[src/rtl/button_debounce_pkg.sv]
// Shared FSM encodings, default timing constants and counter sizing for the button debouncer.
// Imported by the interface, the top level and the per-button channel.
package button_debounce_pkg;

  typedef enum logic [1:0] {
    BTN_IDLE  = 2'd0,
    BTN_DELAY = 2'd1,
    BTN_RPT   = 2'd2
  } btn_state_t;

  localparam int N_BTN_DEF          = 5;
  localparam int STABLE_SAMPLES_DEF = 4;
  localparam int REPEAT_DELAY_DEF   = 50;
  localparam int REPEAT_PERIOD_DEF  = 10;

  // Wide enough to hold the larger of the two repeat intervals without wrapping.
  function automatic int cnt_width(input int delay, input int period);
    return $clog2(((delay > period) ? delay : period) + 1);
  endfunction

endpackage

[src/rtl/button_debounce_if.sv]
// Button bundle: raw inputs plus 100Hz sample wave in, debounced level and pulses out.
// master drives raw buttons and the sample wave; slave (the debouncer) drives the results.
interface button_debounce_if
  import button_debounce_pkg::*;
#(
  parameter int N_BTN = N_BTN_DEF
) ();

  logic             clk_100Hz;
  logic [N_BTN-1:0] btn_raw;
  logic [N_BTN-1:0] btn_level;
  logic [N_BTN-1:0] btn_press;
  logic [N_BTN-1:0] btn_release;
  logic [N_BTN-1:0] btn_repeat;

  modport master (
    output clk_100Hz, btn_raw,
    input  btn_level, btn_press, btn_release, btn_repeat
  );

  modport slave (
    input  clk_100Hz, btn_raw,
    output btn_level, btn_press, btn_release, btn_repeat
  );

endinterface

[src/rtl/button_debounce_channel.sv]
// One debounced button: sample history, level, press/release pulses and auto-repeat FSM.
// Level changes on the sample_en that completes a run of equal samples; pulses last one clk, no backpressure.
module button_channel
  import button_debounce_pkg::*;
#(
  parameter int STABLE_SAMPLES = STABLE_SAMPLES_DEF,
  parameter int REPEAT_DELAY   = REPEAT_DELAY_DEF,
  parameter int REPEAT_PERIOD  = REPEAT_PERIOD_DEF
) (
  input  logic clk,
  input  logic rst,
  input  logic sample_en,
  input  logic btn_sync,
  output logic btn_level,
  output logic btn_press,
  output logic btn_release,
  output logic btn_repeat
);

  localparam int            CW       = cnt_width(REPEAT_DELAY, REPEAT_PERIOD);
  localparam logic [CW-1:0] DELAY_C  = CW'(REPEAT_DELAY);
  localparam logic [CW-1:0] PERIOD_C = CW'(REPEAT_PERIOD);

  logic [STABLE_SAMPLES-1:0] hist, hist_nx;
  logic                      level_nx, press_nx, release_nx, repeat_nx;
  btn_state_t                state, state_nx;
  logic [CW-1:0]             cnt, cnt_nx, cnt_inc;

  always_ff @(posedge clk or posedge rst) begin
    if (rst) begin
      hist        <= '0;
      btn_level   <= 1'b0;
      btn_press   <= 1'b0;
      btn_release <= 1'b0;
      btn_repeat  <= 1'b0;
      state       <= BTN_IDLE;
      cnt         <= '0;
    end else begin
      hist        <= hist_nx;
      btn_level   <= level_nx;
      btn_press   <= press_nx;
      btn_release <= release_nx;
      btn_repeat  <= repeat_nx;
      state       <= state_nx;
      cnt         <= cnt_nx;
    end
  end

  always_comb begin
    hist_nx    = hist;
    level_nx   = btn_level;
    press_nx   = 1'b0;
    release_nx = 1'b0;
    repeat_nx  = 1'b0;
    state_nx   = state;
    cnt_nx     = cnt;
    cnt_inc    = cnt + CW'(1);

    // The level decision looks at the history including the bit shifted in this cycle.
    if (sample_en) begin
      hist_nx = (hist << 1) | STABLE_SAMPLES'(btn_sync);
      if (&hist_nx && !btn_level) begin
        level_nx = 1'b1;
        press_nx = 1'b1;
      end else if (~|hist_nx && btn_level) begin
        level_nx   = 1'b0;
        release_nx = 1'b1;
      end
    end

    case (state)
      BTN_IDLE: begin
        if (press_nx) begin
          state_nx = BTN_DELAY;
          cnt_nx   = '0;
        end
      end
      BTN_DELAY: begin
        if (sample_en) begin
          if (cnt_inc == DELAY_C) begin
            repeat_nx = 1'b1;
            cnt_nx    = '0;
            state_nx  = BTN_RPT;
          end else begin
            cnt_nx = cnt_inc;
          end
        end
      end
      BTN_RPT: begin
        if (sample_en) begin
          if (cnt_inc == PERIOD_C) begin
            repeat_nx = 1'b1;
            cnt_nx    = '0;
          end else begin
            cnt_nx = cnt_inc;
          end
        end
      end
      default: begin
        state_nx = BTN_IDLE;
        cnt_nx   = '0;
      end
    endcase

    // Release wins over a repeat falling on the same sample.
    if (release_nx) begin
      state_nx  = BTN_IDLE;
      cnt_nx    = '0;
      repeat_nx = 1'b0;
    end
  end

endmodule

[src/rtl/button_debounce.sv]
// Debounces N_BTN raw buttons on the rising edge of a synchronised 100Hz wave; clk_100Hz is data only.
// Sync adds 2 clks before a sample strobe; outputs are registered one clk after the strobe, no backpressure.
module button_debounce
  import button_debounce_pkg::*;
#(
  parameter int N_BTN          = N_BTN_DEF,
  parameter int STABLE_SAMPLES = STABLE_SAMPLES_DEF,
  parameter int REPEAT_DELAY   = REPEAT_DELAY_DEF,
  parameter int REPEAT_PERIOD  = REPEAT_PERIOD_DEF
) (
  input logic         clk,
  input logic         rst,
  button_debounce_if.slave bus
);

  logic [1:0]       clk_sync;
  logic             clk_prev;
  logic [N_BTN-1:0] raw_s0, raw_s1;
  logic             sample_en;
  logic [N_BTN-1:0] level_v, press_v, release_v, repeat_v;

  always_ff @(posedge clk or posedge rst) begin
    if (rst) begin
      clk_sync <= 2'b00;
      clk_prev <= 1'b0;
      raw_s0   <= '0;
      raw_s1   <= '0;
    end else begin
      clk_sync <= {clk_sync[0], bus.clk_100Hz};
      clk_prev <= clk_sync[1];
      raw_s0   <= bus.btn_raw;
      raw_s1   <= raw_s0;
    end
  end

  // Buttons and the sample wave share the same sync depth, so a raw change
  // launched with a 100Hz rising edge is seen by that edge's strobe.
  assign sample_en = clk_sync[1] & ~clk_prev;

  for (genvar i = 0; i < N_BTN; i++) begin : g_ch
    button_channel #(
      .STABLE_SAMPLES (STABLE_SAMPLES),
      .REPEAT_DELAY   (REPEAT_DELAY),
      .REPEAT_PERIOD  (REPEAT_PERIOD)
    ) u_ch (
      .clk         (clk),
      .rst         (rst),
      .sample_en   (sample_en),
      .btn_sync    (raw_s1[i]),
      .btn_level   (level_v[i]),
      .btn_press   (press_v[i]),
      .btn_release (release_v[i]),
      .btn_repeat  (repeat_v[i])
    );
  end

  assign bus.btn_level   = level_v;
  assign bus.btn_press   = press_v;
  assign bus.btn_release = release_v;
  assign bus.btn_repeat  = repeat_v;

endmodule

[src/flat_wrapper.sv]
// flat-port wrapper written by rule: the top's interface ports become plain ports
module button_debounce_flat import button_debounce_pkg::*;
#(
  parameter int N_BTN          = N_BTN_DEF,
  parameter int STABLE_SAMPLES = STABLE_SAMPLES_DEF,
  parameter int REPEAT_DELAY   = REPEAT_DELAY_DEF,
  parameter int REPEAT_PERIOD  = REPEAT_PERIOD_DEF
)
  (clk, rst, bus_clk_100Hz, bus_btn_raw, bus_btn_level, bus_btn_press, bus_btn_release, bus_btn_repeat);
  button_debounce_if #(.N_BTN(N_BTN)) bus_i ();
  input logic clk;
  input logic rst;
  input wire logic [$bits(bus_i.clk_100Hz)-1:0] bus_clk_100Hz;
  input wire logic [$bits(bus_i.btn_raw)-1:0] bus_btn_raw;
  output wire logic [$bits(bus_i.btn_level)-1:0] bus_btn_level;
  output wire logic [$bits(bus_i.btn_press)-1:0] bus_btn_press;
  output wire logic [$bits(bus_i.btn_release)-1:0] bus_btn_release;
  output wire logic [$bits(bus_i.btn_repeat)-1:0] bus_btn_repeat;
  assign bus_i.clk_100Hz = bus_clk_100Hz;
  assign bus_i.btn_raw = bus_btn_raw;
  assign bus_btn_level = bus_i.btn_level;
  assign bus_btn_press = bus_i.btn_press;
  assign bus_btn_release = bus_i.btn_release;
  assign bus_btn_repeat = bus_i.btn_repeat;
  button_debounce #(.N_BTN(N_BTN), .STABLE_SAMPLES(STABLE_SAMPLES), .REPEAT_DELAY(REPEAT_DELAY), .REPEAT_PERIOD(REPEAT_PERIOD)) u_core (.clk(clk), .rst(rst), .bus(bus_i));
endmodule
[config.mk]
export PLATFORM = sky130hd
export DESIGN_NAME = button_debounce_flat
export DESIGN_NICKNAME = d
export VERILOG_FILES = /design/src/rtl/button_debounce_pkg.sv /design/src/rtl/button_debounce_if.sv /design/src/rtl/button_debounce_channel.sv /design/src/rtl/button_debounce.sv /design/src/flat_wrapper.sv
export SDC_FILE = /design/constraint.sdc
export NUM_CORES = 1
export LEC_CHECK = 0
export CELL_PAD_IN_SITES_DETAIL_PLACEMENT = 2
export CELL_PAD_IN_SITES_GLOBAL_PLACEMENT = 2
export CORE_ASPECT_RATIO = 1.2
export CORE_MARGIN = 10
export CORE_UTILIZATION = 43
export CTS_CLUSTER_DIAMETER = 50
export CTS_CLUSTER_SIZE = 10
export DETAILED_ROUTE_END_ITERATION = 12
export GPL_TIMING_DRIVEN = 0
export HOLD_SLACK_MARGIN = 0.12
export PLACE_DENSITY = 0.89
export SLEW_MARGIN = 20
export SYNTH_ARGS = -nofsm -noshare
export SYNTH_HDL_FRONTEND = slang
export SYNTH_HIERARCHICAL = 1
export SYNTH_SLANG_ARGS = --single-unit
[constraint.sdc]
create_clock -name clk -period 4.05 [get_ports clk]
set_input_delay 0.81 -clock clk [delete_from_list [all_inputs] [get_ports clk]]
set_output_delay 0.81 -clock clk [all_outputs]
set_load 0.03 [all_outputs]
Yosys cells after proc, flatten, opt, wreduce, memory -nomap -nowiden
Cells that the tools add are included.
{"block": "totals", "register_bits": 88, "latch_bits": 0, "ram_bits": 0, "rom_bits": 0, "inputBits": 8, "output_inout_bits": 20, "wordCells": 276, "n_memories": 0}
{"block": "op_classes", "addsub": 5, "mul": 0, "div_mod_pow": 0, "magnitude_cmp": 0, "eq_ne": 45, "shifts": 0, "mux": 125, "bitwise": 7, "n_reduce_logical": 55}
{"operator": "$mux 6", "n": 30}
{"operator": "$pmux 6 s3", "n": 5}
{"operator": "$mux 1", "n": 60}
{"operator": "$mux 2", "n": 20}
{"operator": "$reduce_and 4->1", "n": 10}
{"operator": "$ne 3x3->1 const B", "n": 12}
{"operator": "$add 6x1->6 const B", "n": 5}
{"operator": "$eq 6x4->1 const B", "n": 5}
{"operator": "$eq 6x6->1 const B", "n": 5}
{"operator": "$pmux 2 s3", "n": 5}
{"operator": "$ne 3x2->1 const B", "n": 8}
{"operator": "$or 4x1->4", "n": 5}
{"operator": "$reduce_or 4->1", "n": 5}
{"operator": "$reduce_and 3->1", "n": 5}
{"operator": "$eq 2x1->1 const B", "n": 5}
{"operator": "$eq 2x2->1 const B", "n": 5}
{"operator": "$logic_and 1x1->1", "n": 10}
{"operator": "$logic_not 1->1", "n": 10}
{"operator": "$logic_not 2->1", "n": 5}
{"operator": "$ne 2x2->1 const B", "n": 5}
{"operator": "$pmux 1 s2", "n": 5}
{"operator": "$reduce_and 2->1", "n": 5}
{"operator": "$reduce_bool 2->1", "n": 5}
{"operator": "$and 1x1->1", "n": 1}
{"operator": "$not 1->1", "n": 1}

Longest topological paths before layout
Gate-level depths: netlist (run 1).
{"block": "depth", "depth_word": 9, "ltp_mapped": 8, "ltp_nobuf": 7}

Modules after synthesis
The synthesis (run 1) kept the hierarchy.
{"mod": "button_channel", "n_inst": 5, "cells_each": 97, "area_per_inst_um2": 993.5, "seq_area_each_um2": 375.4}
{"mod": "button_debounce", "n_inst": 1, "cells_each": 15, "area_per_inst_um2": 342.8, "seq_area_each_um2": 325.3}

Worst setup path before layout (run 1)
OpenSTA, ideal clock, no wires.
{"block": "synth_path", "path_type": "register -> register", "startpoint": "reg u_core.clk_prev", "endpoint": "reg u_core.g_ch[0].u_ch.cnt[2]", "setup_time_ns": 0.118, "arrival_ns": 1.586, "t_required_ns": 3.932, "slack_ns": 2.346, "stages_incl_launch_ff": 9, "n_path_buf": 1, "period_less_slack_ns": 1.704, "cell_sequence": "dfrtp_1 > nor2b_4 > buf_6 > nor4b_4 > nand3b_4 > clkinv_4 > o22ai_2 > o21bai_1 > a21o_1"}
{"block": "synth_via", "elab_chain_len": 5, "word_cells_on_any_way": 9, "cone_classes": "eq/ne: 3; mux: 3; bitwise: 2; reduce/logical: 1"}
{"item": "start, declared", "line": "button_debounce.sv:17", "rtl": "logic clk_prev;"}
{"item": "start signal, assigned", "line": "button_debounce.sv:30", "rtl": "clk_prev <= clk_sync[1];"}
{"item": "$not 1->1 (*)", "line": "button_debounce.sv:38", "rtl": "assign sample_en = clk_sync[1] & ~clk_prev;"}
{"item": "$and 1x1->1 (*)", "line": "button_debounce.sv:38"}
{"item": "net u_core.sample_en", "line": "button_debounce.sv:19", "rtl": "logic sample_en;"}
{"item": "$mux 1 (*)", "line": "button_debounce_channel.sv:60", "rtl": "if (sample_en) begin"}
{"item": "net u_core.g_ch[0].u_ch.release_nx", "line": "button_debounce_channel.sv:25", "rtl": "logic level_nx, press_nx, release_nx, repeat_nx;"}
{"item": "$ne 3x3->1 (no source line)"}
{"item": "$reduce_and 3->1 (no source line)"}
{"item": "end signal, assigned", "line": "button_debounce_channel.sv:45", "rtl": "cnt <= cnt_nx;"}
{"item": "end, declared", "line": "button_debounce_channel.sv:27", "rtl": "logic [CW-1:0] cnt, cnt_nx, cnt_inc;"}
The timed path passes the listed nets; every way through them passes the cells marked *.
A chain may end at the register's enable or synchronous reset.

Worst setup path after layout (run 1)
{"block": "layout_path", "startpoint": "reg u_core.g_ch[1].u_ch.btn_level", "endpoint": "out bus_btn_level[1]"}
{"item": "start, declared", "line": "button_debounce_channel.sv:14", "rtl": "output logic btn_level,"}
{"item": "start signal, assigned", "line": "button_debounce_channel.sv:40", "rtl": "btn_level <= level_nx;"}
{"item": "end, declared", "line": "flat_wrapper.sv:15", "rtl": "output wire logic [$bits(bus_i.btn_level)-1:0] bus_btn_level;"}
No word-level cell between the ends.

==> results of run 1 <==
## stage by stage
stage,area (sq um),instances
2_1_floorplan,5310,500
3_3_place_gp,5782,688
4_1_cts,6137,704
6_report,6137,704
5_1_grt,6137,704
3_5_place_dp,5782,688
## registers in the layout (all words and copies together), names as in the netlist, 5 cells and up
register                      count
u_core/raw_s0                     5
u_core/g_ch.u_ch/btn_repeat       5
u_core/g_ch.u_ch/btn_level        5
u_core/g_ch.u_ch/state           10
u_core/g_ch.u_ch/btn_press        5
u_core/raw_s1                     5
u_core/g_ch.u_ch/btn_release      5
u_core/g_ch.u_ch/cnt             30
u_core/g_ch.u_ch/hist            15
## final timing paths
path                                                                 from                                      end  slack (ps)  cells after the start
worst max register to register                  u_core/clk_prev$_DFF_PP0_   u_core/g_ch[4].u_ch/cnt[1]$_DFFE_PP0P_        1900                      7
min in group asynchronous                                             rst             u_core/clk_sync[1]$_DFF_PP0_        1020                      2
worst min-delay path                           u_core/raw_s0[0]$_DFF_PP0_               u_core/raw_s1[0]$_DFF_PP0_         360                      0
max in group asynchronous                                             rst  u_core/g_ch[3].u_ch/hist[1]$_DFFE_PP0P_        2560                      2
worst max-delay path            u_core/g_ch[1].u_ch/btn_level$_DFFE_PP0P_                         bus_btn_level[1]        1730                      1
worst min register to register                 u_core/raw_s0[0]$_DFF_PP0_               u_core/raw_s1[0]$_DFF_PP0_         360                      0
## cells in the final DEF, fill, tap and decap left out, types with 9 or more instances in the layout
cell             netlist  final
nand2_1               65     65
clkdlybuf4s50_1        0     27
buf_6                 10     10
nand2b_1              25     25
mux2i_1               10     10
clkbuf_16              0      9
o21ai_0               10     10
mux2_2                15     15
xor2_1                10     10
a21o_1                15     15
inv_1                 31     31
nand3_1               20     20
a211oi_1              10     10
ha_1                  30     30
nor2_1                25     25
dfrtp_1               88     88
xnor2_1               10     10
nand4_1               10     10
## metal layers
layer / wire length, um / vias to the layer above
li1: - / 1817
met1: 6062 / 2069
met2: 8995 / 71
met3: 503 / 33
met4: 406 / 0
met5: 0 / -
## logic make-up (layout without fill, tap and decap cells)
group | Yosys count | count (layout) | synth area share (%)
flops | 88 | 88 | 41.47
simple gates | 191 | 191 | 22.64
compound gates | 90 | 90 | 14.26
xor+xnor | 20 | 20 | 3.299
fa+ha+maj | 30 | 30 | 7.069
buf+inv | 56 | 99 | 6.197
mux | 25 | 25 | 5.066
## layout make-up
| cell class | count | share of cell area [%] |
|---|---|---|
| Buffer | 15 | 2.446 |
| Clock buffer | 11 | 4.118 |
| Clock inverter | 5 | 1.672 |
| Inverter | 41 | 2.915 |
| Multi-Input combinational cell | 356 | 45.28 |
| Sequential cell | 88 | 35.88 |
| Tap cell | 161 | 3.282 |
| Timing Repair Buffer | 27 | 4.404 |
## power by group through the flow
stage	clock network [mW]	logic [mW]	registers, mW
after floorplan	0	0.777	1.22
after global placement	0	1.03	1.20
after detailed placement	0	1.15	1.23
after CTS	1.02	1.20	1.23
after global routing	1.06	1.31	1.25
final	1.00	1.19	1.23
==> results.md, run 1 <==
* Final slew viol count at 0
* Register area share after synthesis at 41.47%
* Cts repair resizes at 0
* Cell Int Power at 2.120 mW
* Peak VDD IR at 0.2538 mV
* Core Area at 0.01211 sq mm
* Comb power frac at 34.9%
* Synth cell count leaders: 88 x dfrtp_1, 65 x nand2_1, 31 x inv_1, 30 x ha_1
* Number of flops mapped to enable cells by yosys at 0
* Net Sw Frac at 37.97%
* Met1 Resource Use GR at 20.70%
* CTS tree: done
* Worst Path Max Fanout at 4
* Total number of vias at 3990
* Clock buffer depth at 2
* Clk pwr share at 29.3%
* GP Congestion at 0.8029
* Share of the clock period used by the worst path at 57.28%
* Delay-heaviest family, CP: buffers and inverters
* Fillers at 1235
* RSZ-0062 raised after global routing: no
* Crit path cell chain: clkdlybuf4s50_1
* Global-route wire length before repair at 26.65 mm
* Worst slack, placed at 2027 ps
* Synth unique cells at 40
* Reg area at 0.002202 sq mm
* Cell accounting for the most synthesized area: dfrtp_1
* Pin count of the biggest net entering global routing at 16
* IO Pins at 28
* Status: finished, final reports clean
* Final core occ at 50.67%
* Final setup fails at 0
* Critical Path AT at 1510 ps
* Area contributors post-synth: dfrtp_1 41%, ha_1 7.1%, nand2_1 4.6%
* Crit path time final at 2320 ps
* Critical Setup Path Class: reg -> out
* CP Launch Type: flop
* Post-layout net count at 576
* Clock slew at reported path FFs at 60 ps
* Slowest stage delay, CP at 710 ps
* Die Y at 141.7 um
* Share of layout cells above drive strength 1 at 19.71%
* DR pass1 iterations at 5
* Routed Antenna Nets at 0
* Clk_lat worst skew at 350 ps
* Worst endpoint required time at 3240 ps
* Diode count at 0
* Hold Worst Slack at 358.5 ps
* Final worst slack at 1730 ps
* Hold-fix buffers, CTS at 0
* Met3 Usage GRT at 4.010%
* Global route hottest layer: met2
* Post-Synthesis Cells at 500
* Row cnt at 44
* Endpoint class of the critical path: output pin
* Post-Syn Area per Cell at 10.62 sq um
* Clock Tree Root: clkbuf_16
* Post-CTS Setup Inserts at 0
* Grt ovf at 0
* Final Skew at 5.937 ps
* Synth Cell Area at 0.005310 sq mm
* CTS sink count at 88
* Achievable frequency at 431.1 MHz
* P per Cell Area at 556.8 mW/mm^2
* Top-count cell post-synth: dfrtp_1
* Overall global routing resource usage at 19.45%
* Final hold violation count at 0
* WP buf/inv at 1
* Asr flop ratio synth at 100.0%
* Area of the multi-input gates at 0.002779 sq mm
* Vias in the first global route at 4752
* Pwr Total at 3.417 mW
* FF+latch count, synth at 88
* Dpl hpwl at 11.02 mm
* Sw Pwr at 1.297 mW
* Die width at 121.4 um
* Area growth syn-to-layout at 15.58%
* Starting density of the core at 43.84%
* Slew margin rel. at 56.38%
* Slowest cell on crit path: clkdlybuf4s50_1
* Num CTS Buffers at 9
* Dominant synthesized flop cell: dfrtp_1
* DRT iter0 DRCs at 142
* Met2 usage at 36.80%
* Initial antenna violation count at 0
* Ys Warns at 6
* H-tree depth at 3
* Sequential share of power at 35.9%
* Cell leakage power at 2.930 nW
* Least-Margin Pin Slew at 653.6 ps
* Die area at 0.01721 sq mm
* WL/cell at 22.68 um
* Top-area cell type share of the netlist area at 41.47%
* # DRC at 0
* Routed WL at 15.97 mm
* Max_cap viols at 0
* Mapped Nets at 538
* I/O Buffers at 27
* Setup TNS at 0 ps
* Via density at 5.668
* Min-Delay Path Class: reg -> reg
Power figures use the tool's default switching activity.
==> inputs of run 2 (changes only) <==
--- a/config.mk
+++ b/config.mk
@@ -9,13 +9,13 @@
 export CELL_PAD_IN_SITES_GLOBAL_PLACEMENT = 2
 export CORE_ASPECT_RATIO = 1.2
 export CORE_MARGIN = 10
-export CORE_UTILIZATION = 43
+export CORE_UTILIZATION = 40
 export CTS_CLUSTER_DIAMETER = 50
 export CTS_CLUSTER_SIZE = 10
 export DETAILED_ROUTE_END_ITERATION = 12
 export GPL_TIMING_DRIVEN = 0
 export HOLD_SLACK_MARGIN = 0.12
-export PLACE_DENSITY = 0.89
+export PLACE_DENSITY = 0.84
 export SLEW_MARGIN = 20
 export SYNTH_ARGS = -nofsm -noshare
 export SYNTH_HDL_FRONTEND = slang
==> constraint.sdc (replaced) <==
create_clock -name clk -period 2.3 [get_ports clk]
set_input_delay 0.46 -clock clk [delete_from_list [all_inputs] [get_ports clk]]
set_output_delay 0.46 -clock clk [all_outputs]
set_load 0.03 [all_outputs]
==> run 2 against run 1 <==
Wire length is 13% lower. Power is 64% higher. Setup slack worse by 1500 ps. Sequential power is 73% higher. Non-clock buffer count stayed put. Clock skew is 1.6 ps higher. Sequential cell count stayed put. Global-route usage is 3.5 points lower. Combinational power is 70% higher. First-iteration DRC count is 12% lower. Cell count is 0.99% higher. Via count is 3.0% lower. Critical path type is now reg -> reg.
==> results.md, run 2 (synthesis results as in run 1) <==
* CTS sink count at 88 (unchanged)
* Final hold violation count at 0 (unchanged)
* Met2 usage at 29.67% (-7.1 points)
* Diode count at 0 (unchanged)
* Dpl hpwl at 10.08 mm (-8.6%)
* Starting density of the core at 40.47% (-3.4 points)
* Pwr Total at 5.601 mW (+64%)
* DRT iter0 DRCs at 125 (-12%)
* Share of the clock period used by the worst path at 89.50%
* Largest register FFs at 30 (unchanged)
* Die width at 125.2 um (+3.1%)
* Max_cap viols at 0 (unchanged)
* Cts repair resizes at 0 (unchanged)
* Hold-fix buffers, CTS at 0 (unchanged)
* Slowest stage delay, CP at 400 ps (-310 ps)
* Num CTS Buffers at 9 (unchanged)
* Area growth syn-to-layout at 14.40%
* Critical Path AT at 2290 ps (+780 ps)
* Cell leakage power at 2.892 nW (-1.3%)
* H-tree depth at 3 (unchanged)
* Hold Crit Start: u_core/clk_sync[0]$_DFF_PP0_
* Die area at 0.01830 sq mm (+6.3%)
* Peak VDD IR at 0.4426 mV (+74%)
* CTS tree: done
* Delay-heaviest family, CP: simple AND/OR/NAND/NOR gates
* Biggest regs: u_core/g_ch.u_ch/cnt (30), u_core/g_ch.u_ch/hist (15), u_core/g_ch.u_ch/state (10)
* Total number of vias at 3869 (-3.0%)
* Crit path cell chain: nor2b_4 -> buf_6 -> nor4b_4 -> nand3b_4 -> clkinv_4 -> o22ai_2 -> o21bai_1 -> a21o_1
* Final Skew at 7.568 ps (+1.631 ps)
* # DRC at 0 (unchanged)
* I/O Buffers at 27 (unchanged)
* GP Congestion at 0.7748 (-3.5%)
* Hold Path Sink: u_core/clk_sync[1]$_DFF_PP0_
* Global-route wire length before repair at 24.42 mm (-8.4%)
* Critical Setup Path Class: reg -> reg
* Slew margin rel. at 56.70% (+0.32 points)
* Post-CTS Setup Inserts at 0 (unchanged)
* Core Area at 0.01312 sq mm (+8.3%)
* Hold Worst Slack at 357.2 ps (-1.316 ps)
* Final setup fails at 0 (unchanged)
* Routed WL at 13.94 mm (-13%)
* Crit path time final at 2058 ps
* R2r startpoint: u_core/clk_prev$_DFF_PP0_
* Reg with most FFs: u_core/g_ch.u_ch/cnt
* Row cnt at 46 (+4.5%)
* RSZ-0062 raised after global routing: no
* Commonest non-fill, non-tap cell in the layout: dfrtp_1
* Worst endpoint required time at 2540 ps (-700 ps)
* WP buf/inv at 2 (+1)
* Pin count of the biggest net entering global routing at 18 (+2)
* Slowest cell on crit path: dfrtp_1
* DR pass1 iterations at 4 (-1)
* Hold depth at 0 (unchanged)
* Commonest cells after routing, fill and taps aside: 88 x dfrtp_1, 65 x nand2_1, 31 x inv_1, 30 x ha_1, 27 x clkdlybuf4s50_1
* IO Pins at 28 (unchanged)
* Clock buffer depth at 2 (unchanged)
* P per Cell Area at 922.0 mW/mm^2 (+66%)
* Status: finished, final reports clean
* Routed Antenna Nets at 0 (unchanged)
* Fillers at 1353 (+9.6%)
* Final core occ at 46.29% (-4.4 points)
* Global route hottest layer: met2
* Grt ovf at 0 (unchanged)
* Placed Cells at 695 (+1.0%)
* Vias in the first global route at 4635 (-2.5%)
* Clock slew at reported path FFs at 70 ps (about the same)
* Via density at 5.442 (-4.0%)
* Met3 Usage GRT at 3.260% (-0.75 points)
* Worst reg-to-reg setup slack at 240 ps (-1660 ps)
* Worst Path Max Fanout at 8 (+4)
* Least-Margin Pin Slew at 648.8 ps (-4.801 ps)
* Final slew viol count at 0 (unchanged)
* Min-Delay Path Class: reg -> reg
* Endpoint class of the critical path: flop
* Setup TNS at 0 ps (unchanged)
* Initial antenna violation count at 0 (unchanged)
* Cells on worst reg2reg path at 8 (+1)
* FF-to-FF End: u_core/g_ch[0].u_ch/cnt[2]$_DFFE_PP0P_
* WL/cell at 19.60 um (-14%)
* Overall global routing resource usage at 16.00% (-3.5 points)
* Clock Tree Root: clkbuf_16
* Met1 Resource Use GR at 17.52% (-3.2 points)
* Non-filler cells, final at 711 (+0.99%)
* Clk_lat worst skew at 360 ps (about the same)
* Post-layout net count at 576 (unchanged)
* Achievable frequency at 485.8 MHz
* CP Launch Type: flop
* Share of layout cells above drive strength 1 at 19.71% (unchanged)
* Die Y at 146.2 um (+3.2%)
run 2: worst max path at each step:
stage                                    from                                endpoint  slack [ps]  cells past startpoint
finish              u_core/clk_prev$_DFF_PP0_  u_core/g_ch[0].u_ch/cnt[2]$_DFFE_PP0P_         240                      8
detailed placement  u_core/clk_prev$_DFF_PP0_  u_core/g_ch[4].u_ch/cnt[2]$_DFFE_PP0P_         340                      8
CTS                 u_core/clk_prev$_DFF_PP0_  u_core/g_ch[0].u_ch/cnt[2]$_DFFE_PP0P_         190                      8
floorplan           u_core/clk_prev$_DFF_PP0_  u_core/g_ch[0].u_ch/cnt[2]$_DFFE_PP0P_         600                      8
global route        u_core/clk_prev$_DFF_PP0_  u_core/g_ch[0].u_ch/cnt[2]$_DFFE_PP0P_         140                      8
global placement    u_core/clk_prev$_DFF_PP0_  u_core/g_ch[0].u_ch/cnt[2]$_DFFE_PP0P_         390                      8
run 2: worst reg2reg max path: cells and delay by family, from the launching register on:
family | cells | cell delay (ps)
AND/OR/NAND/NOR | 3 | 720
AO/OA/AOI/OAI | 3 | 550
flip-flops | 1 | 400
buffers and inverters | 2 | 260
run 2: power breakdown:
part | internal, mW | leakage (nW) | switching, mW | total [mW]
logic | 0.810 | 1.62 | 1.21 | 2.02
registers | 1.80 | 1.14 | 0.334 | 2.13
clock network | 0.752 | 0.134 | 0.696 | 1.45
run 2: final cells by class:
type / count / area (sq um) / area share [%]
Multi-Input combinational cell: 356 / 2779 / 45.75
Sequential cell: 88 / 2202 / 36.25
Timing Repair Buffer: 27 / 270.3 / 4.449
Clock buffer: 9 / 225.2 / 3.708
Tap cell: 168 / 210.2 / 3.460
Inverter: 41 / 178.9 / 2.945
Buffer: 15 / 150.1 / 2.472
Clock inverter: 7 / 58.81 / 0.9681
run 2: per-layer routing:
layer / vias to the layer above / part of all wire (%)
met2: 44 / 55
met1: 1982 / 40
met4: 0 / 2.1
li1: 1821 / -
met3: 22 / 2.9
met5: - / 0
run 2: through the flow:
step | cell area, sq um | setup slack [ps]
detailed placement | 5791 | 336.8
global placement | 5791 | 389.2
global route | 6075 | 137.5
floorplan | 5310 | 596.0
finish | 6075 | 241.6
CTS | 6075 | 194.9
